**config.mk**
```make
export PLATFORM = sky130hd
export DESIGN_NAME = cva6_hpdcache_read_mux_nport_flat
export DESIGN_NICKNAME = d
export VERILOG_FILES = /design/src/rtl/cva6_hpdcache_read_mux_nport_if.sv /design/src/rtl/cva6_hpdcache_read_mux_nport.sv /design/src/flat_wrapper.sv
export SDC_FILE = /design/constraint.sdc
export NUM_CORES = 1
export LEC_CHECK = 0
export ABC_CLOCK_PERIOD_IN_PS = 2310
export BUFFER_PORTS_ARGS = -buffer_cell sky130_fd_sc_hd__buf_4
export CORE_AREA = 2 2 151 153
export CTS_CLUSTER_DIAMETER = 120
export DETAILED_ROUTE_END_ITERATION = 12
export DIE_AREA = 0 0 153 155
export PLACE_DENSITY = 0.67
export SLEW_MARGIN = 20
export SYNTH_ARGS = -nofsm -noshare
export SYNTH_HDL_FRONTEND = slang
export SYNTH_SLANG_ARGS = --single-unit
```
**constraint.sdc**
```tcl
create_clock -name clk_i -period 2.31 [get_ports clk_i]
set_input_delay 0.462 -clock clk_i [delete_from_list [all_inputs] [get_ports clk_i]]
set_output_delay 0.462 -clock clk_i [all_outputs]
set_load 0.01 [all_outputs]
```
**src/rtl/cva6_hpdcache_read_mux_nport_if.sv**
```systemverilog
`default_nettype none
// ============================================================================
// Module   : cva6_hpdcache_read_mux_nport_if
// Purpose  : Bundle of all request, downstream-memory and response signals of
//            the N-port read multiplexer. The "slave" modport is the mux side
//            (it serves the requesters and drives the memory request); the
//            "master" modport is the environment side (requesters + memory).
// Revision : 1.0 - initial release
// ============================================================================
interface cva6_hpdcache_read_mux_nport_if #(
    parameter int NREQ   = 2,
    parameter int ADDR_W = 64,
    parameter int ID_W   = 4,
    parameter int DATA_W = 64
);
    localparam int IDX_W = (NREQ > 1) ? $clog2(NREQ) : 1;
    localparam int MID_W = ID_W + IDX_W;

    // Requester side
    logic [NREQ-1:0]        req_valid_i;
    logic [NREQ-1:0]        req_ready_o;
    logic [NREQ*ADDR_W-1:0] req_addr_i;
    logic [NREQ*8-1:0]      req_len_i;
    logic [NREQ*ID_W-1:0]   req_id_i;

    // Downstream request
    logic                   mem_req_valid_o;
    logic                   mem_req_ready_i;
    logic [ADDR_W-1:0]      mem_req_addr_o;
    logic [7:0]             mem_req_len_o;
    logic [MID_W-1:0]       mem_req_id_o;

    // Downstream response
    logic                   mem_resp_valid_i;
    logic                   mem_resp_ready_o;
    logic [MID_W-1:0]       mem_resp_id_i;
    logic [DATA_W-1:0]      mem_resp_data_i;
    logic                   mem_resp_last_i;
    logic                   mem_resp_error_i;

    // Per-requester response (payload shared)
    logic [NREQ-1:0]        resp_valid_o;
    logic [NREQ-1:0]        resp_ready_i;
    logic [ID_W-1:0]        resp_id_o;
    logic [DATA_W-1:0]      resp_data_o;
    logic                   resp_last_o;
    logic                   resp_error_o;

    // Status
    logic [NREQ-1:0]        outst_full_o;
    logic                   unrouted_o;

    modport slave (
        input  req_valid_i, req_addr_i, req_len_i, req_id_i,
        output req_ready_o,
        output mem_req_valid_o, mem_req_addr_o, mem_req_len_o, mem_req_id_o,
        input  mem_req_ready_i,
        input  mem_resp_valid_i, mem_resp_id_i, mem_resp_data_i, mem_resp_last_i, mem_resp_error_i,
        output mem_resp_ready_o,
        output resp_valid_o, resp_id_o, resp_data_o, resp_last_o, resp_error_o,
        input  resp_ready_i,
        output outst_full_o, unrouted_o
    );

    modport master (
        output req_valid_i, req_addr_i, req_len_i, req_id_i,
        input  req_ready_o,
        input  mem_req_valid_o, mem_req_addr_o, mem_req_len_o, mem_req_id_o,
        output mem_req_ready_i,
        output mem_resp_valid_i, mem_resp_id_i, mem_resp_data_i, mem_resp_last_i, mem_resp_error_i,
        input  mem_resp_ready_o,
        input  resp_valid_o, resp_id_o, resp_data_o, resp_last_o, resp_error_o,
        output resp_ready_i,
        input  outst_full_o, unrouted_o
    );
endinterface
`default_nettype wire

```
**src/rtl/cva6_hpdcache_read_mux_nport.sv**
```systemverilog
`default_nettype none
// ============================================================================
// Module   : cva6_hpdcache_read_mux_nport
// Purpose  : Round-robin multiplexer of NREQ read requesters onto one memory
//            request channel. The port index is prepended to the transaction
//            ID so responses can be routed back per beat. A per-port counter
//            limits outstanding bursts to MAX_OUTST.
// Revision : 1.0 - initial release
// ============================================================================
module cva6_hpdcache_read_mux_nport #(
    parameter int NREQ      = 2,
    parameter int ADDR_W    = 64,
    parameter int ID_W      = 4,
    parameter int DATA_W    = 64,
    parameter int MAX_OUTST = 4
) (
    input  wire logic                         clk_i,
    input  wire logic                         rst_ni,
    cva6_hpdcache_read_mux_nport_if.slave     bus
);
    localparam int IDX_W = (NREQ > 1) ? $clog2(NREQ) : 1;
    localparam int MID_W = ID_W + IDX_W;
    localparam int CNT_W = $clog2(MAX_OUTST + 1);
    // Eligibility vector padded to a power of two so any IDX_W-bit index is
    // in range.
    localparam int NPAD  = 1 << IDX_W;

    localparam logic [IDX_W:0]   C_NREQ      = (IDX_W+1)'(NREQ);
    localparam logic [CNT_W-1:0] C_MAX_OUTST = CNT_W'(MAX_OUTST);

    // ------------------------------------------------------------------
    // State
    // ------------------------------------------------------------------
    logic [IDX_W-1:0]  rr_ptr_q,    rr_ptr_d;
    logic              out_valid_q, out_valid_d;
    logic [ADDR_W-1:0] out_addr_q,  out_addr_d;
    logic [7:0]        out_len_q,   out_len_d;
    logic [MID_W-1:0]  out_id_q,    out_id_d;
    logic [CNT_W-1:0]  cnt_q [NREQ];
    logic [CNT_W-1:0]  cnt_d [NREQ];
    logic              unrouted_q,  unrouted_d;

    // ------------------------------------------------------------------
    // Combinational signals
    // ------------------------------------------------------------------
    logic [NPAD-1:0]   eligible;
    logic              grant_found;
    logic [IDX_W-1:0]  grant_idx;
    logic [IDX_W:0]    cand;
    logic [NREQ-1:0]   grant_oh;
    logic              can_load;
    logic              accept;
    logic [IDX_W:0]    ptr_next_sum;

    logic [IDX_W-1:0]  resp_idx;
    logic              resp_routed;
    logic [NREQ-1:0]   resp_sel;
    logic              resp_ready_sel;

    logic [NREQ-1:0]   cnt_inc;
    logic [NREQ-1:0]   cnt_dec;

    // A port may compete only while it still has outstanding-credit left
    always_comb begin
        eligible = '0;
        for (int p = 0; p < NREQ; p++) begin
            eligible[p] = bus.req_valid_i[p] && (cnt_q[p] < C_MAX_OUTST);
        end
    end

    // Round-robin search starting at the priority pointer, wrapping mod NREQ
    always_comb begin
        grant_found = 1'b0;
        grant_idx   = '0;
        cand        = '0;
        for (int i = 0; i < NREQ; i++) begin
            cand = {1'b0, rr_ptr_q} + (IDX_W+1)'(i);
            if (cand >= C_NREQ) begin
                cand = cand - C_NREQ;
            end
            if (!grant_found && eligible[cand[IDX_W-1:0]]) begin
                grant_found = 1'b1;
                grant_idx   = cand[IDX_W-1:0];
            end
        end
    end

    // One-hot grant vector for the winner
    always_comb begin
        grant_oh = '0;
        for (int p = 0; p < NREQ; p++) begin
            grant_oh[p] = grant_found && (grant_idx == IDX_W'(p));
        end
    end

    // The output register accepts a new entry when empty or draining this cycle.
    // Ready is forced low while reset is held so nothing is handshaken then.
    assign can_load        = !out_valid_q || bus.mem_req_ready_i;
    assign bus.req_ready_o = grant_oh & {NREQ{can_load & rst_ni}};
    assign accept          = |bus.req_ready_o;

    // Output register, priority pointer and sticky-flag next state
    always_comb begin
        out_valid_d  = out_valid_q;
        out_addr_d   = out_addr_q;
        out_len_d    = out_len_q;
        out_id_d     = out_id_q;
        rr_ptr_d     = rr_ptr_q;
        ptr_next_sum = {1'b0, grant_idx} + (IDX_W+1)'(1);

        if (can_load) begin
            out_valid_d = accept;
        end
        for (int p = 0; p < NREQ; p++) begin
            if (accept && grant_oh[p]) begin
                out_addr_d = bus.req_addr_i[p*ADDR_W +: ADDR_W];
                out_len_d  = bus.req_len_i[p*8 +: 8];
                out_id_d   = {IDX_W'(p), bus.req_id_i[p*ID_W +: ID_W]};
            end
        end
        if (accept) begin
            rr_ptr_d = (ptr_next_sum >= C_NREQ) ? '0 : ptr_next_sum[IDX_W-1:0];
        end

        unrouted_d = unrouted_q | (bus.mem_resp_valid_i & ~resp_routed);
    end

    assign bus.mem_req_valid_o = out_valid_q;
    assign bus.mem_req_addr_o  = out_addr_q;
    assign bus.mem_req_len_o   = out_len_q;
    assign bus.mem_req_id_o    = out_id_q;

    // Decode the port index carried in the upper ID bits of each beat;
    // out-of-range indices are swallowed (ready held high)
    always_comb begin
        resp_idx       = bus.mem_resp_id_i[MID_W-1:ID_W];
        resp_routed    = 1'b0;
        resp_ready_sel = 1'b1;
        resp_sel       = '0;
        for (int p = 0; p < NREQ; p++) begin
            if (resp_idx == IDX_W'(p)) begin
                resp_routed    = 1'b1;
                resp_ready_sel = bus.resp_ready_i[p];
                resp_sel[p]    = 1'b1;
            end
        end
    end

    assign bus.resp_valid_o     = resp_sel & {NREQ{bus.mem_resp_valid_i}};
    assign bus.mem_resp_ready_o = resp_ready_sel;
    assign bus.resp_id_o        = bus.mem_resp_id_i[ID_W-1:0];
    assign bus.resp_data_o      = bus.mem_resp_data_i;
    assign bus.resp_last_o      = bus.mem_resp_last_i;
    assign bus.resp_error_o     = bus.mem_resp_error_i;
    assign bus.unrouted_o       = unrouted_q;

    // Per-port credit events and full flag
    for (genvar gp = 0; gp < NREQ; gp++) begin : g_port
        assign cnt_inc[gp] = bus.req_valid_i[gp] & bus.req_ready_o[gp];
        // The non-zero guard keeps late responses (after a reset) harmless
        assign cnt_dec[gp] = bus.mem_resp_valid_i & resp_sel[gp] & bus.resp_ready_i[gp]
                           & bus.mem_resp_last_i & (cnt_q[gp] != '0);
        assign bus.outst_full_o[gp] = (cnt_q[gp] == C_MAX_OUTST);
    end

    // Outstanding counters: simultaneous accept and last-beat leave them unchanged
    always_comb begin
        for (int p = 0; p < NREQ; p++) begin
            cnt_d[p] = cnt_q[p];
            if (cnt_inc[p] && !cnt_dec[p]) begin
                cnt_d[p] = cnt_q[p] + CNT_W'(1);
            end else if (!cnt_inc[p] && cnt_dec[p]) begin
                cnt_d[p] = cnt_q[p] - CNT_W'(1);
            end
        end
    end

    // State registers with asynchronous active-low reset
    always_ff @(posedge clk_i or negedge rst_ni) begin
        if (!rst_ni) begin
            rr_ptr_q    <= '0;
            out_valid_q <= 1'b0;
            out_addr_q  <= '0;
            out_len_q   <= '0;
            out_id_q    <= '0;
            unrouted_q  <= 1'b0;
            for (int p = 0; p < NREQ; p++) begin
                cnt_q[p] <= '0;
            end
        end else begin
            rr_ptr_q    <= rr_ptr_d;
            out_valid_q <= out_valid_d;
            out_addr_q  <= out_addr_d;
            out_len_q   <= out_len_d;
            out_id_q    <= out_id_d;
            unrouted_q  <= unrouted_d;
            for (int p = 0; p < NREQ; p++) begin
                cnt_q[p] <= cnt_d[p];
            end
        end
    end

endmodule
`default_nettype wire

```
**src/flat_wrapper.sv**
```systemverilog
// flat-port wrapper written by rule: the top's interface ports become plain ports
module cva6_hpdcache_read_mux_nport_flat 
#(
    parameter int NREQ      = 2,
    parameter int ADDR_W    = 64,
    parameter int ID_W      = 4,
    parameter int DATA_W    = 64,
    parameter int MAX_OUTST = 4
)
  (clk_i, rst_ni, bus_req_valid_i, bus_req_addr_i, bus_req_len_i, bus_req_id_i, bus_req_ready_o, bus_mem_req_valid_o, bus_mem_req_addr_o, bus_mem_req_len_o, bus_mem_req_id_o, bus_mem_req_ready_i, bus_mem_resp_valid_i, bus_mem_resp_id_i, bus_mem_resp_data_i, bus_mem_resp_last_i, bus_mem_resp_error_i, bus_mem_resp_ready_o, bus_resp_valid_o, bus_resp_id_o, bus_resp_data_o, bus_resp_last_o, bus_resp_error_o, bus_resp_ready_i, bus_outst_full_o, bus_unrouted_o);
  cva6_hpdcache_read_mux_nport_if #(.NREQ(NREQ), .ADDR_W(ADDR_W), .ID_W(ID_W), .DATA_W(DATA_W)) bus_i ();
  input  wire logic clk_i;
  input  wire logic rst_ni;
  input wire logic [$bits(bus_i.req_valid_i)-1:0] bus_req_valid_i;
  input wire logic [$bits(bus_i.req_addr_i)-1:0] bus_req_addr_i;
  input wire logic [$bits(bus_i.req_len_i)-1:0] bus_req_len_i;
  input wire logic [$bits(bus_i.req_id_i)-1:0] bus_req_id_i;
  output wire logic [$bits(bus_i.req_ready_o)-1:0] bus_req_ready_o;
  output wire logic [$bits(bus_i.mem_req_valid_o)-1:0] bus_mem_req_valid_o;
  output wire logic [$bits(bus_i.mem_req_addr_o)-1:0] bus_mem_req_addr_o;
  output wire logic [$bits(bus_i.mem_req_len_o)-1:0] bus_mem_req_len_o;
  output wire logic [$bits(bus_i.mem_req_id_o)-1:0] bus_mem_req_id_o;
  input wire logic [$bits(bus_i.mem_req_ready_i)-1:0] bus_mem_req_ready_i;
  input wire logic [$bits(bus_i.mem_resp_valid_i)-1:0] bus_mem_resp_valid_i;
  input wire logic [$bits(bus_i.mem_resp_id_i)-1:0] bus_mem_resp_id_i;
  input wire logic [$bits(bus_i.mem_resp_data_i)-1:0] bus_mem_resp_data_i;
  input wire logic [$bits(bus_i.mem_resp_last_i)-1:0] bus_mem_resp_last_i;
  input wire logic [$bits(bus_i.mem_resp_error_i)-1:0] bus_mem_resp_error_i;
  output wire logic [$bits(bus_i.mem_resp_ready_o)-1:0] bus_mem_resp_ready_o;
  output wire logic [$bits(bus_i.resp_valid_o)-1:0] bus_resp_valid_o;
  output wire logic [$bits(bus_i.resp_id_o)-1:0] bus_resp_id_o;
  output wire logic [$bits(bus_i.resp_data_o)-1:0] bus_resp_data_o;
  output wire logic [$bits(bus_i.resp_last_o)-1:0] bus_resp_last_o;
  output wire logic [$bits(bus_i.resp_error_o)-1:0] bus_resp_error_o;
  input wire logic [$bits(bus_i.resp_ready_i)-1:0] bus_resp_ready_i;
  output wire logic [$bits(bus_i.outst_full_o)-1:0] bus_outst_full_o;
  output wire logic [$bits(bus_i.unrouted_o)-1:0] bus_unrouted_o;
  assign bus_i.req_valid_i = bus_req_valid_i;
  assign bus_i.req_addr_i = bus_req_addr_i;
  assign bus_i.req_len_i = bus_req_len_i;
  assign bus_i.req_id_i = bus_req_id_i;
  assign bus_req_ready_o = bus_i.req_ready_o;
  assign bus_mem_req_valid_o = bus_i.mem_req_valid_o;
  assign bus_mem_req_addr_o = bus_i.mem_req_addr_o;
  assign bus_mem_req_len_o = bus_i.mem_req_len_o;
  assign bus_mem_req_id_o = bus_i.mem_req_id_o;
  assign bus_i.mem_req_ready_i = bus_mem_req_ready_i;
  assign bus_i.mem_resp_valid_i = bus_mem_resp_valid_i;
  assign bus_i.mem_resp_id_i = bus_mem_resp_id_i;
  assign bus_i.mem_resp_data_i = bus_mem_resp_data_i;
  assign bus_i.mem_resp_last_i = bus_mem_resp_last_i;
  assign bus_i.mem_resp_error_i = bus_mem_resp_error_i;
  assign bus_mem_resp_ready_o = bus_i.mem_resp_ready_o;
  assign bus_resp_valid_o = bus_i.resp_valid_o;
  assign bus_resp_id_o = bus_i.resp_id_o;
  assign bus_resp_data_o = bus_i.resp_data_o;
  assign bus_resp_last_o = bus_i.resp_last_o;
  assign bus_resp_error_o = bus_i.resp_error_o;
  assign bus_i.resp_ready_i = bus_resp_ready_i;
  assign bus_outst_full_o = bus_i.outst_full_o;
  assign bus_unrouted_o = bus_i.unrouted_o;
  cva6_hpdcache_read_mux_nport #(.NREQ(NREQ), .ADDR_W(ADDR_W), .ID_W(ID_W), .DATA_W(DATA_W), .MAX_OUTST(MAX_OUTST)) u_core (.clk_i(clk_i), .rst_ni(rst_ni), .bus(bus_i));
endmodule
```
Word level (Yosys, flattened, before mapping) --
Index checks and enable logic that the tools add are counted. Widths: inputs -> output; s select.
Word-level totals: output and inout port bits 156, register bits after elaboration 85, word-level logic and storage cells 86, bits of input ports 231
Cells by class: $lt $le $gt $ge 7, reduce and logical (&&, ||, !) cells 24, bitwise logic cells 14, eq/ne operators 2, add/sub/neg operators 8, multiplexer cells 24
Operators by type and width (count):
- $mux 64 | 2
- $mux 8 | 2
- $mux 1 | 14
- $mux 3 | 4
- $and 1x1->1 | 11
- $logic_and 1x1->1 | 11
- $mux 5 | 2
- $add 3x1->3 const B | 2
- $eq 3x3->1 const B | 2
- $logic_not 1->1 | 6
- $lt 3x3->1 const B | 2
- $reduce_bool 2->1 | 3
- $reduce_bool 3->1 | 2
- $sub 3x1->3 const B | 2
- $add 1x1->2 const B | 2
- $and 2x2->2 | 2
- $ge 2x2->1 const B | 2
- $lt 1x2->1 const B | 2
- $ge 1x2->1 const B | 1
- $reduce_or 2->1 | 1
- $sub 1x1->1 const B | 2
- $logic_or 1x1->1 | 1
- $not 1->1 | 1

Logic depth before layout (Yosys ltp) --
Gate-level depths: netlist (run 1).
depth in word-level cells 16, depth in mapped cells 10, mapped depth without buffers 8

Worst setup path after synthesis (run 1) --
Ideal clock, no wire load.
path kind reg-to-reg, from register u_core.out_valid_q, in the netlist u_core.bus.mem_req_valid_o, to register u_core.cnt_q[5] in the netlist's numbering, arrival time 2.276 ns, buffers on the path 2, clock period less this slack 2.355 ns, setup time 0.079 ns, path slack -0.045 ns, cell stages (with the launch flop) 11, required time 2.231 ns, cell sequence dfrtp_1 > nor2b_1 > buf_2 > buf_1 > nor4_2 > ha_1 > inv_1 > fa_1 > xor2_1 > nor2_1 > xor2_1
Between the ends: cells in the longest elaborated chain, start to end 8, elaborated cells between the ends (all ways) 10, those cells by class mux (1); bitwise (3); reduce/logical (6)
Ends and longest elaborated chain:
- start: declaration | line cva6_hpdcache_read_mux_nport.sv:35 | logic out_valid_q, out_valid_d;
- start signal: assignment | line cva6_hpdcache_read_mux_nport.sv:192 | out_valid_q <= out_valid_d;
- $logic_not 1->1 * | line cva6_hpdcache_read_mux_nport.sv:98 | assign can_load = !out_valid_q || bus.mem_req_ready_i;
- $logic_or 1x1->1 * | line cva6_hpdcache_read_mux_nport.sv:98
- $and 1x1->1 * | line cva6_hpdcache_read_mux_nport.sv:99 | assign bus.req_ready_o = grant_oh & {NREQ{can_load & rst_ni}};
- $and 2x2->2 * | line cva6_hpdcache_read_mux_nport.sv:99
- $and 1x1->1 * | line cva6_hpdcache_read_mux_nport.sv:159 | assign cnt_inc[gp] = bus.req_valid_i[gp] & bus.req_ready_o[gp];
- $logic_not 1->1 | line cva6_hpdcache_read_mux_nport.sv:172 | end else if (!cnt_inc[p] && cnt_dec[p]) begin
- $logic_and 1x1->1 | line cva6_hpdcache_read_mux_nport.sv:172
- $reduce_bool 2->1 (no line)
- end signal: indexed assignment | line cva6_hpdcache_read_mux_nport.sv:198 | cnt_q[p] <= cnt_d[p];
- end: declaration | line cva6_hpdcache_read_mux_nport.sv:39 | logic [CNT_W-1:0] cnt_q [NREQ];
Mark *: on every way between the ends. The rest lies on a longest branch, timed or not. A chain may end at the register's enable or synchronous reset.

Final worst setup path (run 1) --
from register u_core.cnt_q[2] in the netlist's numbering, to output bus_req_ready_o[1]
Between the ends: cells in the longest elaborated chain, start to end 10, elaborated cells between the ends (all ways) 14, those cells by class order compare (1); mux (8); bitwise (1); reduce/logical (4)
Ends and longest elaborated chain:
- $lt 3x3->1 * | line cva6_hpdcache_read_mux_nport.sv:67 | eligible[p] = bus.req_valid_i[p] && (cnt_q[p] < C_MAX_OUTST);
- $logic_and 1x1->1 * | line cva6_hpdcache_read_mux_nport.sv:67
- $mux 1 (implied by the code) (2 in a row) | line cva6_hpdcache_read_mux_nport.sv:81 | if (!grant_found && eligible[cand[IDX_W-1:0]]) begin
- $mux 1 | line cva6_hpdcache_read_mux_nport.sv:81
- $logic_not 1->1 | line cva6_hpdcache_read_mux_nport.sv:81
- $logic_and 1x1->1 | line cva6_hpdcache_read_mux_nport.sv:81
- $mux 1 | line cva6_hpdcache_read_mux_nport.sv:81
- $logic_and 1x1->1 * | line cva6_hpdcache_read_mux_nport.sv:92 | grant_oh[p] = grant_found && (grant_idx == IDX_W'(p));
- $and 2x2->2 * | line cva6_hpdcache_read_mux_nport.sv:99
- end: declaration | line flat_wrapper.sv:18 | output wire logic [$bits(bus_i.req_ready_o)-1:0] bus_req_ready_o;
Mark *: on every way between the ends. The rest lies on a longest branch, timed or not. The select of a mux whose other input is x is not followed.

==> impl.org, run 1 <==
** Outcome
- The flow ran to the end, and the final reports show no timing, DRC or antenna violations.

** Power
- Fraction of power spent switching nets :: 37.13%
- For this design the total switching power over the nets is 3.091 mW.
- In this run, the combinational gates consume roughly 48% of the power.
- Clk network pwr share :: a little over 20%
- Static power due to leakage :: 3.889 nW
- For this design the ratio of total power to cell area is 1059 nW/um^2.
- Share of power burned in registers :: about a third
- The internal power of the cells totals 5.233 mW.
- VDD IR max :: ~0.00053 V

** Clock tree
- Hold repair after CTS inserted 0 buffers.
- Clock latency of the later-clocked register in the worst-skew pair :: 340 ps
- Number of post-CTS setup repair buffers :: 0
- Clock tree buffer depth :: 2
- CTS Buf Count :: 9
- CTS-repair resized insts :: 0
- TritonCTS built the clock tree.
- After clock tree synthesis, the clock-pin slew on the worst setup and hold paths is about 60 ps.
- Counting every sink on the clock net gives 85.
- The H-tree was split into 3 levels.
- Clock tree synthesis selected as its root buffer the cell sky130_fd_sc_hd__clkbuf_16.

** STA
- Number of slew-limit violations in the final report :: 0
- Setup Viol. Count Final :: 0
- Worst Max-Slew Pin Slew :: 768.6 ps
- Headroom to the max-slew limit came out at 48.76%.
- Final setup margin :: 121.0 ps
- Summed over all failing endpoints, the final setup total negative slack is 0 ps.
- Unrepaired setup endpoints after global routing :: false
- Final period utilization :: 94.76%
- The clock arrives with between 6 and 7 ps of skew.
- Final min period :: 2189 ps
- The final number of hold-violating endpoints was 0.
- Derived from the worst setup path, the maximum achievable clock frequency is 456.8 MHz.

** Logic synthesis
- Synthesis instantiated 36 different standard cells from the library.
- Synth async-reset ratio :: 100.0%
- Synthesis produced a netlist with a net count of 872.
- Yosys attributes the largest share of cell area to sky130_fd_sc_hd__dfrtp_1 36%, sky130_fd_sc_hd__inv_1 9.8%, sky130_fd_sc_hd__buf_4 9.6%.
- Among all flip-flop cells after synthesis, the most frequent one is sky130_fd_sc_hd__dfrtp_1.
- By count the netlist is led by 155 x sky130_fd_sc_hd__inv_1, 85 x sky130_fd_sc_hd__dfrtp_1, 76 x sky130_fd_sc_hd__buf_4, 76 x sky130_fd_sc_hd__nor4_1, 47 x sky130_fd_sc_hd__or3b_2.
- Yosys printed 0 warnings.
- Count of flip-flops with a built-in enable after synthesis :: 0
- Summing every instance area after synthesis gives ~6000 um^2.
- sky130_fd_sc_hd__dfrtp_1 takes more of the synthesized area than any other cell.
- In this run, synthesis produced a sequential element count of 85.
- Portion of the post-synthesis area used by sequential elements :: 35.94%
- Yosys instantiated no cell more often than sky130_fd_sc_hd__inv_1.
- Top-area cell type share of the netlist area :: 35.94%
- Each instance of the synthesized netlist takes up on average a little over 9 um^2.
- Synthesis produced a netlist whose cell count is 637.

** GRT
- For this run the aggregate overflow at the end of global routing stands at 0.
- The initial antenna violation count came to 0.
- Entering global routing, the biggest net connects 79 pins.
- Global routing used 15.01% of the available tracks.
- Most congested layer reported by global routing :: met2
- First-pass GRT wire length :: 28.65 mm
- Global routing used between 10% and 20% of the available met1 tracks.
- Global routing used under 10% of the available met3 tracks.
- Global routing consumed, on the met2 layer, 25.60% of the routing resources.
- Vias in the first global route :: between 5,000 and 6,000

** Critical path
- Cell family with the largest share of critical-path delay :: simple AND/OR/NAND/NOR gates
- Launch instance of the worst register-to-register path :: u_core.cnt_q[2]$_DFFE_PN0P_
- The critical path goes through nand2b_1 > nor4_4 > buf_12 > buf_4.
- The worst setup path is captured at an output port.
- Among all stages on the critical path, the largest delay is contributed by sky130_fd_sc_hd__dfrtp_1.
- In this design, the stage delay of the slowest critical-path cell is 410 ps.
- Crit Path Class :: register to output port
- R2r endpoint :: u_core.cnt_q[2]$_DFFE_PN0P_
- Along the worst path, the maximum fanout reaches 9.
- STA puts the critical path data required time at 1850 ps.
- Data arrival time of the critical path :: 1730 ps
- Buffering stage count on the worst path with inverters included :: 2
- Register-to-register path setup slack :: 160 ps
- The worst setup path is launched from a register.
- Worst r2r path cells :: 8

** Layout
- The multi-input combinational cells in the finished layout cover a total of 2386 um^2.
- The number of antenna diodes in the final layout is 0.
- Cells with a size suffix above 1 make up 47.02% of the layout.
- Filler Cell Count :: 2,311
- Compared with the post-synthesis result, the final layout area differs by 32.77%.
- Sequential cell area in the final layout :: between 2000 and 2500 um^2
- The final layout contains around 1,000 nets.

** Drt
- For this run, design rule violations remaining after detail routing come to 0.
- Average wire per cell in the routed design :: 17.23 um
- Wirelength, routed :: 18.51 mm
- Number of DRC violations after detailed-routing iteration 0 :: 207
- Residual antenna-violating net count after detailed routing :: 0
- Number of vias per cell after detailed routing :: just under 5
- Before antenna repair, the detailed router went through 4 iterations.
- Summing over every cut layer, the via total after detailed routing is 5,244.

** Floorplanning
- Width of the die :: 153 um
- Placeable Area :: around 22,000 um^2
- For this configuration, the core starts out at a cell density of 26.63%.
- For this design the top-level I/O count stands at between 300 and 400.
- Floorplan die height :: 155 um
- Count of standard-cell rows :: 55
- The floorplan step defined a die boundary enclosing between 20,000 and 25,000 um^2.

** Min path
- Worst Hold Class :: primary input to async pin

** Placement
- Before CTS, the worst setup slack after placement is ~140 ps.
- HPWL reported at the end of detailed placement :: 13.16 mm
- Number of buffers added on ports :: 247
- At the end of routability-driven placement, the weighted congestion stood at around 0.8.

** Flow run
- # Max-Cap Violations :: 0
-- power groups by stage --
stage | sequential [mW] | combinational [mW] | clock, mW
3_3_place_gp | 2.70 | 3.92 | 0
4_1_cts | 2.70 | 4.00 | 1.74
2_1_floorplan | 2.91 | 2.05 | 0
5_1_grt | 2.79 | 4.30 | 1.77
6_report | 2.69 | 3.95 | 1.68
3_5_place_dp | 2.70 | 4.01 | 0
-- layout make-up --
class / count / area share (%)
clock buffer: 11 / 2.962
clock inverter: 4 / 1.242
inverter: 156 / 7.452
multi-input combinational: 266 / 30.37
sequential: 85 / 27.09
tap: 285 / 4.538
timing repair buffer: 267 / 26.35
-- metrics by stage --
step	cell area [um^2]	util, %	power, mW	hold slack (ps)	cells
global route	7858	35.35	8.865	30.11	1074
global placement	7523	33.85	6.620	385.4	1059
floorplan	5922	-	4.953	166.4	637
detailed placement	7523	33.85	6.711	384.3	1059
finish	7858	35.35	8.324	29.24	1074
CTS	7854	35.33	8.444	4.782	1074
-- state kept, by name, summed over array words and instances (netlist names) --
name and cells:
u_core.rr_ptr_q 1, u_core.bus.mem_req_len_o 8, u_core.bus.mem_req_addr_o 64, u_core.bus.mem_req_id_o 5
u_core.bus.mem_req_valid_o 1, u_core.cnt_q 6
-- cell families (layout without fill, tap and decap cells) --
group	after synthesis	count (layout)	synth area share, %
AO/OA/AOI/OAI	81	81	15.05
flip-flops	85	85	35.94
AND/OR/NAND/NOR	171	171	22.30
other	1	1	0.06336
adder cells (fa/ha/maj)	4	4	1.099
buffers and inverters	286	438	24.08
multiplexers	3	3	0.5708
XOR/XNOR	6	6	0.8879
-- metal layers --
metal / up-vias / part of all wire (%)
met4: 0 / 3.0
met1: 2519 / 41
met2: 248 / 49
met3: 42 / 7.0
li1: 2435 / -
met5: - / 0
-- how the worst max path moves through the flow --
stage / to / start / cells past startpoint / slack, ps
after floorplan: u_core.cnt_q[2]$_DFFE_PN0P_ / rst_ni / 10 / 30
after global routing: bus_req_ready_o[1] / u_core.cnt_q[2]$_DFFE_PN0P_ / 4 / 40
final: bus_req_ready_o[1] / u_core.cnt_q[2]$_DFFE_PN0P_ / 4 / 120
after CTS: bus_req_ready_o[1] / u_core.cnt_q[2]$_DFFE_PN0P_ / 4 / 100
after detailed placement: u_core.cnt_q[5]$_DFFE_PN0P_ / bus_req_valid_i[0] / 9 / 140
after global placement: u_core.cnt_q[2]$_DFFE_PN0P_ / bus_req_valid_i[0] / 9 / 150
-- worst register-to-register path, stage by stage, from the launching register on --
cell and delay [ps]:
sky130_fd_sc_hd__dfrtp_1 410, sky130_fd_sc_hd__nand2b_1 260, sky130_fd_sc_hd__nor4_1 320, sky130_fd_sc_hd__ha_1 240, sky130_fd_sc_hd__inv_1 60, sky130_fd_sc_hd__fa_1 370
sky130_fd_sc_hd__xor2_1 150, sky130_fd_sc_hd__nor2_1 110, sky130_fd_sc_hd__xor2_1 160
-- layout by cell type, fill, tap and decap left out, types with 5 or more instances in the layout --
| cell | netlist | layout |
|---|---|---|
| sky130_fd_sc_hd__inv_1 | 155 | 155 |
| sky130_fd_sc_hd__a221oi_1 | 46 | 46 |
| sky130_fd_sc_hd__buf_4 | 76 | 261 |
| sky130_fd_sc_hd__or3b_2 | 47 | 47 |
| sky130_fd_sc_hd__dfrtp_1 | 85 | 84 |
| sky130_fd_sc_hd__buf_12 | 0 | 5 |
| sky130_fd_sc_hd__nor4_1 | 76 | 76 |
| sky130_fd_sc_hd__or3b_1 | 29 | 29 |
| sky130_fd_sc_hd__clkbuf_16 | 0 | 9 |
| sky130_fd_sc_hd__a221oi_2 | 30 | 30 |
Note: power is estimated with default switching activity, not from simulation.
==> run 2, diff against run 1 <==
--- a/config.mk
+++ b/config.mk
@@ -12,6 +12,7 @@
 export DETAILED_ROUTE_END_ITERATION = 12
 export DIE_AREA = 0 0 153 155
 export PLACE_DENSITY = 0.67
+export RECOVER_POWER = 25
 export SLEW_MARGIN = 20
 export SYNTH_ARGS = -nofsm -noshare
 export SYNTH_HDL_FRONTEND = slang
==> impl.org, run 2 (synthesized netlist as in run 1, its figures left out) <==
** Drt
- DR WL met3 :: 1.295 mm (-0.61%)
- The remaining routing DRC violations came to 0 (unchanged).
- Detailed Routing Iterations Pass 1 :: 4 (unchanged)
- Residual antenna-violating net count after detailed routing :: 0 (unchanged)
- The number of vias in the routed layout came to 5,244 (unchanged).
- Average wire per cell in the routed design :: 17.26 um (+0.12%)
- The DRC violation total after the first TritonRoute iteration came to 199 (-3.9%).
- The routed length on met2 is 9.138 mm (about the same).
- M1 WL :: 7.529 mm (+0.24%)
- Number of vias per cell after detailed routing :: 4.883 (unchanged)
- In this run the top signal layer used is met4.
- The total wire length came to 18.53 mm (+0.12%).

** STA
- Unrepaired setup endpoints after global routing :: false
- The total negative slack was 0 ps (unchanged).
- The time the worst path needs with I/O delays and setup is 2188 ps (-1.371 ps).
- The final-report setup violation count was 0 (unchanged).
- The final-layout worst hold slack came to 159.0 ps (+129.8 ps).
- Max Fclk :: 457.1 MHz (about the same)
- Final period utilization :: 94.70% (about the same)
- Worst Max-Slew Pin Slew :: 1160 ps (+391.7 ps)
- Fin Clk Skew :: 6.066 ps (-0.1551 ps)
- Rel. slew slack :: 22.65% (-26 points)
- The max-slew violation count came to 0 (unchanged).
- Hold Violations, Final :: 0 (unchanged)

** Power
- Switching Power :: 3.094 mW (+0.12%)
- The register share of total power is 32.3% (about the same).
- Fraction of power spent switching nets :: 37.17% (about the same)
- VDD IR max :: 0.0005263 V (about the same)
- Clk network pwr share :: 20.2% (about the same)
- Pint :: 5.231 mW (about the same)
- Power density over the cells :: 1061 nW/um^2 (+0.16%)
- Static power due to leakage :: 3.881 nW (-0.22%)
- The combinational power share was 47.5% (about the same).

** Clock tree
- Count of hold buffers inserted by post-cts repair :: 0 (unchanged)
- CTS Buf Count :: 9 (unchanged)
- The clock sink count is 85 (unchanged).
- The source-to-sink clock delay at the later pin of the worst-skew pair came to 340 ps (about the same).
- The post-cts resize count was 0 (unchanged).
- Reg clk slew, reported paths :: 60 ps (about the same)
- The number of setup buffers added after CTS came to 0 (unchanged).
- The root buffer cell chosen for the clock tree is sky130_fd_sc_hd__clkbuf_16.
- The maximum clock insertion buffer count came to 2 (unchanged).
- H-tree Lvls :: 3 (unchanged)
- TritonCTS built the clock tree.

** GRT
- The largest net degree at the start of global routing was 79 (unchanged).
- Total routing resource utilization after global routing :: 15.01% (unchanged)
- First-pass GRT wire length :: 28.65 mm (unchanged)
- Total global routing overflow :: 0 (unchanged)
- The initial antenna violation count is 0 (unchanged).
- Vias in the first global route :: 5,360 (unchanged)

** Critical path
- The register-to-register setup slack came to 160 ps (about the same).
- Maximum fanout along the worst path :: 9 (unchanged)
- The depth of the most critical reg-to-reg path was 8 (unchanged).
- The critical path goes through nand2b_1 > nor4_4 > buf_12 > buf_4.
- The stage delay of the slowest cell on the critical path came to 410 ps (about the same).
- Crit Path Class :: register to output port
- The arrival time of data at the critical path endpoint came to 1730 ps (about the same).
- Category of the worst setup path capture point :: output port
- For this design, the slowest cell found on the critical path is sky130_fd_sc_hd__dfrtp_1.
- Req. time, crit path :: 1850 ps (about the same)
- R2r endpoint :: u_core.cnt_q[2]$_DFFE_PN0P_
- Launch instance of the worst register-to-register path :: u_core.cnt_q[2]$_DFFE_PN0P_
- STA classifies the critical path startpoint as a register.

** Layout
- The post-layout utilization of the core came to 35.30% (-0.051 points).
- Filler Cell Count :: 2,316 (+0.22%)
- Total inserted antenna cells :: 0 (unchanged)
- Most used cells in the layout excluding fill and tap cells :: 259 x sky130_fd_sc_hd__buf_4, 155 x sky130_fd_sc_hd__inv_1, 84 x sky130_fd_sc_hd__dfrtp_1, 76 x sky130_fd_sc_hd__nor4_1, 47 x sky130_fd_sc_hd__or3b_2
- From synthesis to final layout, the design area changed by 32.58%.
- The number of flip-flops under the largest register name came to 64 (unchanged).
- The number of nets in the layout is 1,020 (unchanged).
- Commonest non-fill, non-tap cell in the layout :: sky130_fd_sc_hd__buf_4
- The layout cell share with drive strength beyond 1 is 46.77% (-0.25 points).

** Floorplanning
- The floorplan die area came to 23,720 um^2 (unchanged).
- Width of the die :: 153 um (unchanged)
- The I/O pin count came to 387 (unchanged).
- Initial cell density of the core :: 26.63% (unchanged)
- Count of standard-cell rows :: 55 (unchanged)
- The area of the core region came to 22,230 um^2 (unchanged).
- Floorplan die height :: 155 um (unchanged)

** Placement
- Number of buffers added on ports :: 247 (unchanged)
- GPL Wtd Cong :: 0.7969 (unchanged)
- HPWL reported at the end of detailed placement :: 13.16 mm (unchanged)

** Min path
- The min-delay analysis places its worst path in the category primary input to async pin.

** Outcome
- The flow ran to the end, and the final reports show no timing, DRC or antenna violations.

** Flow run
- # Max-Cap Violations :: 0 (unchanged)
==> run 2: worst max path at each step <==
stage                                      from                           to  slack [ps]  depth (start not counted)
floorplan                                rst_ni  u_core.cnt_q[2]$_DFFE_PN0P_          30                         10
global placement             bus_req_valid_i[0]  u_core.cnt_q[2]$_DFFE_PN0P_         150                          9
detailed placement           bus_req_valid_i[0]  u_core.cnt_q[5]$_DFFE_PN0P_         140                          9
CTS                 u_core.cnt_q[2]$_DFFE_PN0P_           bus_req_ready_o[1]         100                          4
global route        u_core.cnt_q[2]$_DFFE_PN0P_           bus_req_ready_o[1]          40                          4
finish              u_core.cnt_q[2]$_DFFE_PN0P_           bus_req_ready_o[1]         120                          4
==> run 2: power groups by stage <==
stage | Clock, mW | Combinational [mW] | Sequential (mW)
final | 1.69 | 3.95 | 2.69
after global routing | 1.77 | 4.30 | 2.79
after CTS | 1.74 | 4.00 | 2.70
after detailed placement | 0 | 4.01 | 2.70
after global placement | 0 | 3.92 | 2.70
after floorplan | 0 | 2.05 | 2.91
==> run 2: per-stage QoR <==
stage / power [mW] / area [um^2] / worst slack, ps / cells
after CTS: 8.444 / 7854 / 98.40 / 1074
after global placement: 6.620 / 7523 / 147.2 / 1059
after global routing: 8.862 / 7846 / 36.46 / 1074
final: 8.325 / 7846 / 122.4 / 1074
after floorplan: 4.953 / 5922 / 26.29 / 637
after detailed placement: 6.711 / 7523 / 135.5 / 1059
==> run 2: cell type report <==
type / instances / area (um^2) / share of cell area, %
inverter: 156 / 585.6 / 7.463
timing repair buffer: 267 / 2059 / 26.25
tap: 285 / 356.6 / 4.545
clock inverter: 4 / 97.59 / 1.244
clock buffer: 11 / 232.7 / 2.966
multi-input combinational: 266 / 2386 / 30.41
sequential: 85 / 2128 / 27.12
==> run 2: worst max-delay path: cells and delay by family, from the launching register on <==
| kind | cells | cell delay [ps] |
|---|---|---|
| buf+inv | 2 | 310 |
| simple gates | 2 | 650 |
| flops | 1 | 410 |
==> run 2: routing by layer <==
| layer | track usage (%) | vias up |
|---|---|---|
| met3 | 4.262 | 44 |
| met2 | 25.60 | 243 |
| li1 | - | 2435 |
| met5 | 0 | - |
| met1 | 17.88 | 2522 |
| met4 | 6.041 | 0 |
==> run 3, diff against run 2 <==
--- a/config.mk
+++ b/config.mk
@@ -11,8 +11,7 @@
 export CTS_CLUSTER_DIAMETER = 120
 export DETAILED_ROUTE_END_ITERATION = 12
 export DIE_AREA = 0 0 153 155
-export PLACE_DENSITY = 0.67
-export RECOVER_POWER = 25
+export PLACE_DENSITY_LB_ADDON = 0.12
 export SLEW_MARGIN = 20
 export SYNTH_ARGS = -nofsm -noshare
 export SYNTH_HDL_FRONTEND = slang
==> impl.org, run 3 (synthesized netlist as in run 1, its figures left out) <==
** Critical path
- Category of the worst setup path capture point :: output port
- The critical path goes through nand2b_1 > buf_4 > nor4_4 > buf_4.
- The worst setup path is of the register to output port kind.
- The worst path required time came to 1850 ps (about the same).
- Worst-path cell with the longest stage delay :: sky130_fd_sc_hd__nor4_4
- Startpoint class of the critical path :: register
- Counting stages on the worst path, the most repeated cell is sky130_fd_sc_hd__buf_4.
- The stage delay of the slowest cell on the critical path came to 440 ps (+30 ps).
- The arrival time of data at the critical path endpoint came to 1740 ps (about the same).
- The top fanout value on the critical path came to 5 (-4).

** Layout
- Cell area after layout :: 7819 um^2 (-0.35%)
- The final-layout fill cell count is 2,363 (+2.0%).
- The number of flip-flops under the largest register name came to 64 (unchanged).
- The post-layout utilization of the core is 35.18% (-0.12 points).
- The library cell used most frequently in the layout, excluding fill and tap cells, is sky130_fd_sc_hd__buf_4.
- The footprint of the flip-flops and latches is 2128 um^2 (unchanged).
- Compared with the post-synthesis result, the final layout area differs by 32.11%.
- Most used cells in the layout excluding fill and tap cells :: 263 x sky130_fd_sc_hd__buf_4, 155 x sky130_fd_sc_hd__inv_1, 84 x sky130_fd_sc_hd__dfrtp_1, 76 x sky130_fd_sc_hd__nor4_1, 47 x sky130_fd_sc_hd__or3b_2
- The multi-input combinational cell area came to 2384 um^2 (-0.10%).
- Fraction of final layout cells with drive strength greater than 1 :: 47.22% (+0.45 points)
- The number of nets in the layout is 1,020 (unchanged).
- The number of non-filler instances in the completed layout came to 1,076 (+0.19%).

** Power
- Fraction of power spent switching nets :: 37.96% (+0.80 points)
- Part of the power in combinational logic :: 48.1% (+0.6 points)
- The internal power of the cells was 5.107 mW (-2.4%).
- The power density over cell area came to 1053 nW/um^2 (-0.77%).
- The leakage power of the design came to 3.887 nW (+0.16%).
- Share of power burned in registers :: 32.6% (+0.3 points)
- The worst-case vdd ir drop came to 0.0004062 V (-23%).
- The share of total power in the clock network is 19.3% (-0.9 points).
- Switching Power :: 3.125 mW (+1.0%)
- The post-layout total power came to 8.233 mW (-1.1%).

** Floorplanning
- Count of standard-cell rows :: 55 (unchanged)
- The floorplan die area is 23,720 um^2 (unchanged).
- The width of the chip came to 153 um (unchanged).
- Floorplan die height :: 155 um (unchanged)
- Initial cell density of the core :: 26.63% (unchanged)
- Placeable Area :: 22,230 um^2 (unchanged)
- Top Ports :: 387 (unchanged)

** STA
- The max-slew violation count came to 0 (unchanged).
- Worst Max-Slew Pin Slew :: 691.7 ps (-468.5 ps)
- Hold Violations, Final :: 0 (unchanged)
- The total negative slack came to 0 ps (unchanged).
- Fin Clk Skew :: 9.285 ps (+3.219 ps)
- Final min period :: 2205 ps (+17.07 ps)
- The final period utilization came to 95.44% (+0.74 points).
- Setup repair after global routing left no endpoint under its margin.
- Setup Viol. Count Final :: 0 (unchanged)
- The fmax came to 453.6 MHz (-0.77%).
- Final setup margin :: 105.3 ps (-17.07 ps)
- The worst slew slack as a fraction of its limit came to 53.89% (+31 points).
- The final-layout worst hold slack is 197.8 ps (+38.79 ps).

** Clock tree
- TritonCTS built the clock tree.
- Number of post-CTS setup repair buffers :: 0 (unchanged)
- The clock sink count is 85 (unchanged).
- Clock Root Buffer :: sky130_fd_sc_hd__clkbuf_16
- Clock tree buffer depth :: 2 (unchanged)
- The clock-pin slew on the worst setup and hold paths was 60 ps (about the same).
- The maximum level of the CTS H-tree is 3 (unchanged).
- The TritonCTS buffer count was 9 (unchanged).
- The source-to-sink clock delay at the later pin of the worst-skew pair came to 350 ps (about the same).

** GRT
- Total routing resource utilization after global routing :: 16.67% (+1.7 points)
- Number of antenna violations at the first check in global routing :: 1 (+1)
- Total global routing overflow :: 0 (unchanged)
- Vias in the first global route :: 5,704 (+6.4%)
- Largest net degree at the start of global routing :: 77 (-2.5%)
- The wire length of the first global-routing pass was 31.54 mm (+10%).

** Drt
- The vias per cell was 4.815 (-1.4%).
- DR vias :: 5,181 (-1.2%)
- The total wire length came to 20.02 mm (+8.0%).
- The final antenna-violating net count was 0 (unchanged).
- The DRC violation total after the first TritonRoute iteration is 172 (-14%).
- The number of search-and-repair iterations in the first detailed-routing pass came to 4 (unchanged).
- The remaining routing DRC violations is 0 (unchanged).
- Average wire per cell in the routed design :: 18.61 um (+7.8%)

** Placement
- The sum of net half-perimeters after detailed placement came to 13.63 mm (+3.6%).
- The last weighted congestion value of the routability-driven placer is 0.7514 (-5.7%).
- The number of buffers added on ports was 247 (unchanged).
- The instance area after placement came to 7496 um^2 (-0.37%).
- Worst slack after detailed placement :: 70.66 ps (-64.85 ps)
- Placed cell count :: 1,059 (unchanged)

** Min path
- Worst Hold Class :: primary input to async pin

** Flow run
- # Max-Cap Violations :: 0 (unchanged)

** Outcome
- Outcome :: finished, final reports clean
## run 3: repair_timing
item,CTS,global route
setup endpoints to repair,0,1
hold buffers,0,0
gates resized for setup,0,1
## run 3: path summary, 6_finish.rpt
path	start	endpoint	slack, ps	cells past startpoint
worst max-delay path	u_core.cnt_q[2]$_DFFE_PN0P_	bus_req_ready_o[1]	110	4
worst min-delay path	rst_ni	u_core.bus.mem_req_addr_o[41]$_DFFE_PN0P_	200	2
worst max register to register	u_core.cnt_q[5]$_DFFE_PN0P_	u_core.cnt_q[5]$_DFFE_PN0P_	180	8
worst min register to register	u_core.cnt_q[2]$_DFFE_PN0P_	u_core.cnt_q[2]$_DFFE_PN0P_	530	1
max in group asynchronous	rst_ni	u_core.bus.mem_req_addr_o[27]$_DFFE_PN0P_	1030	3
min in group clk_i	bus_req_addr_i[80]	u_core.bus.mem_req_addr_o[16]$_DFFE_PN0P_	370	3
## run 3: cell type report
cell class	count	area share [%]
Antenna cell	1	0.03201
Clock buffer	10	2.928
Clock inverter	6	1.120
Inverter	156	7.489
Multi-Input combinational cell	266	30.48
Sequential cell	85	27.22
Tap cell	285	4.561
Timing Repair Buffer	267	26.16
## run 3: metal layers
metal | global-route usage [%] | wire, um | vias up
li1 | - | - | 2439
met1 | 21.15 | 8758 | 2488
met2 | 27.74 | 9453 | 213
met3 | 4.345 | 1380 | 41
met4 | 5.511 | 429 | 0
met5 | 0 | 0 | -
## run 3: critical path: cells and delay by family (launching register included)
kind                   cells  cell delay, ps
buffers and inverters      2             360
DFF                        1             420
and+or+nand+nor            2             610
## run 3: power groups by stage
| stage | combinational [mW] | clock (mW) | sequential [mW] |
|---|---|---|---|
| global placement | 3.99 | 0 | 2.70 |
| global route | 4.35 | 1.70 | 2.78 |
| finish | 3.96 | 1.59 | 2.68 |
| CTS | 4.03 | 1.64 | 2.70 |
| floorplan | 2.05 | 0 | 2.91 |
| detailed placement | 4.04 | 0 | 2.70 |
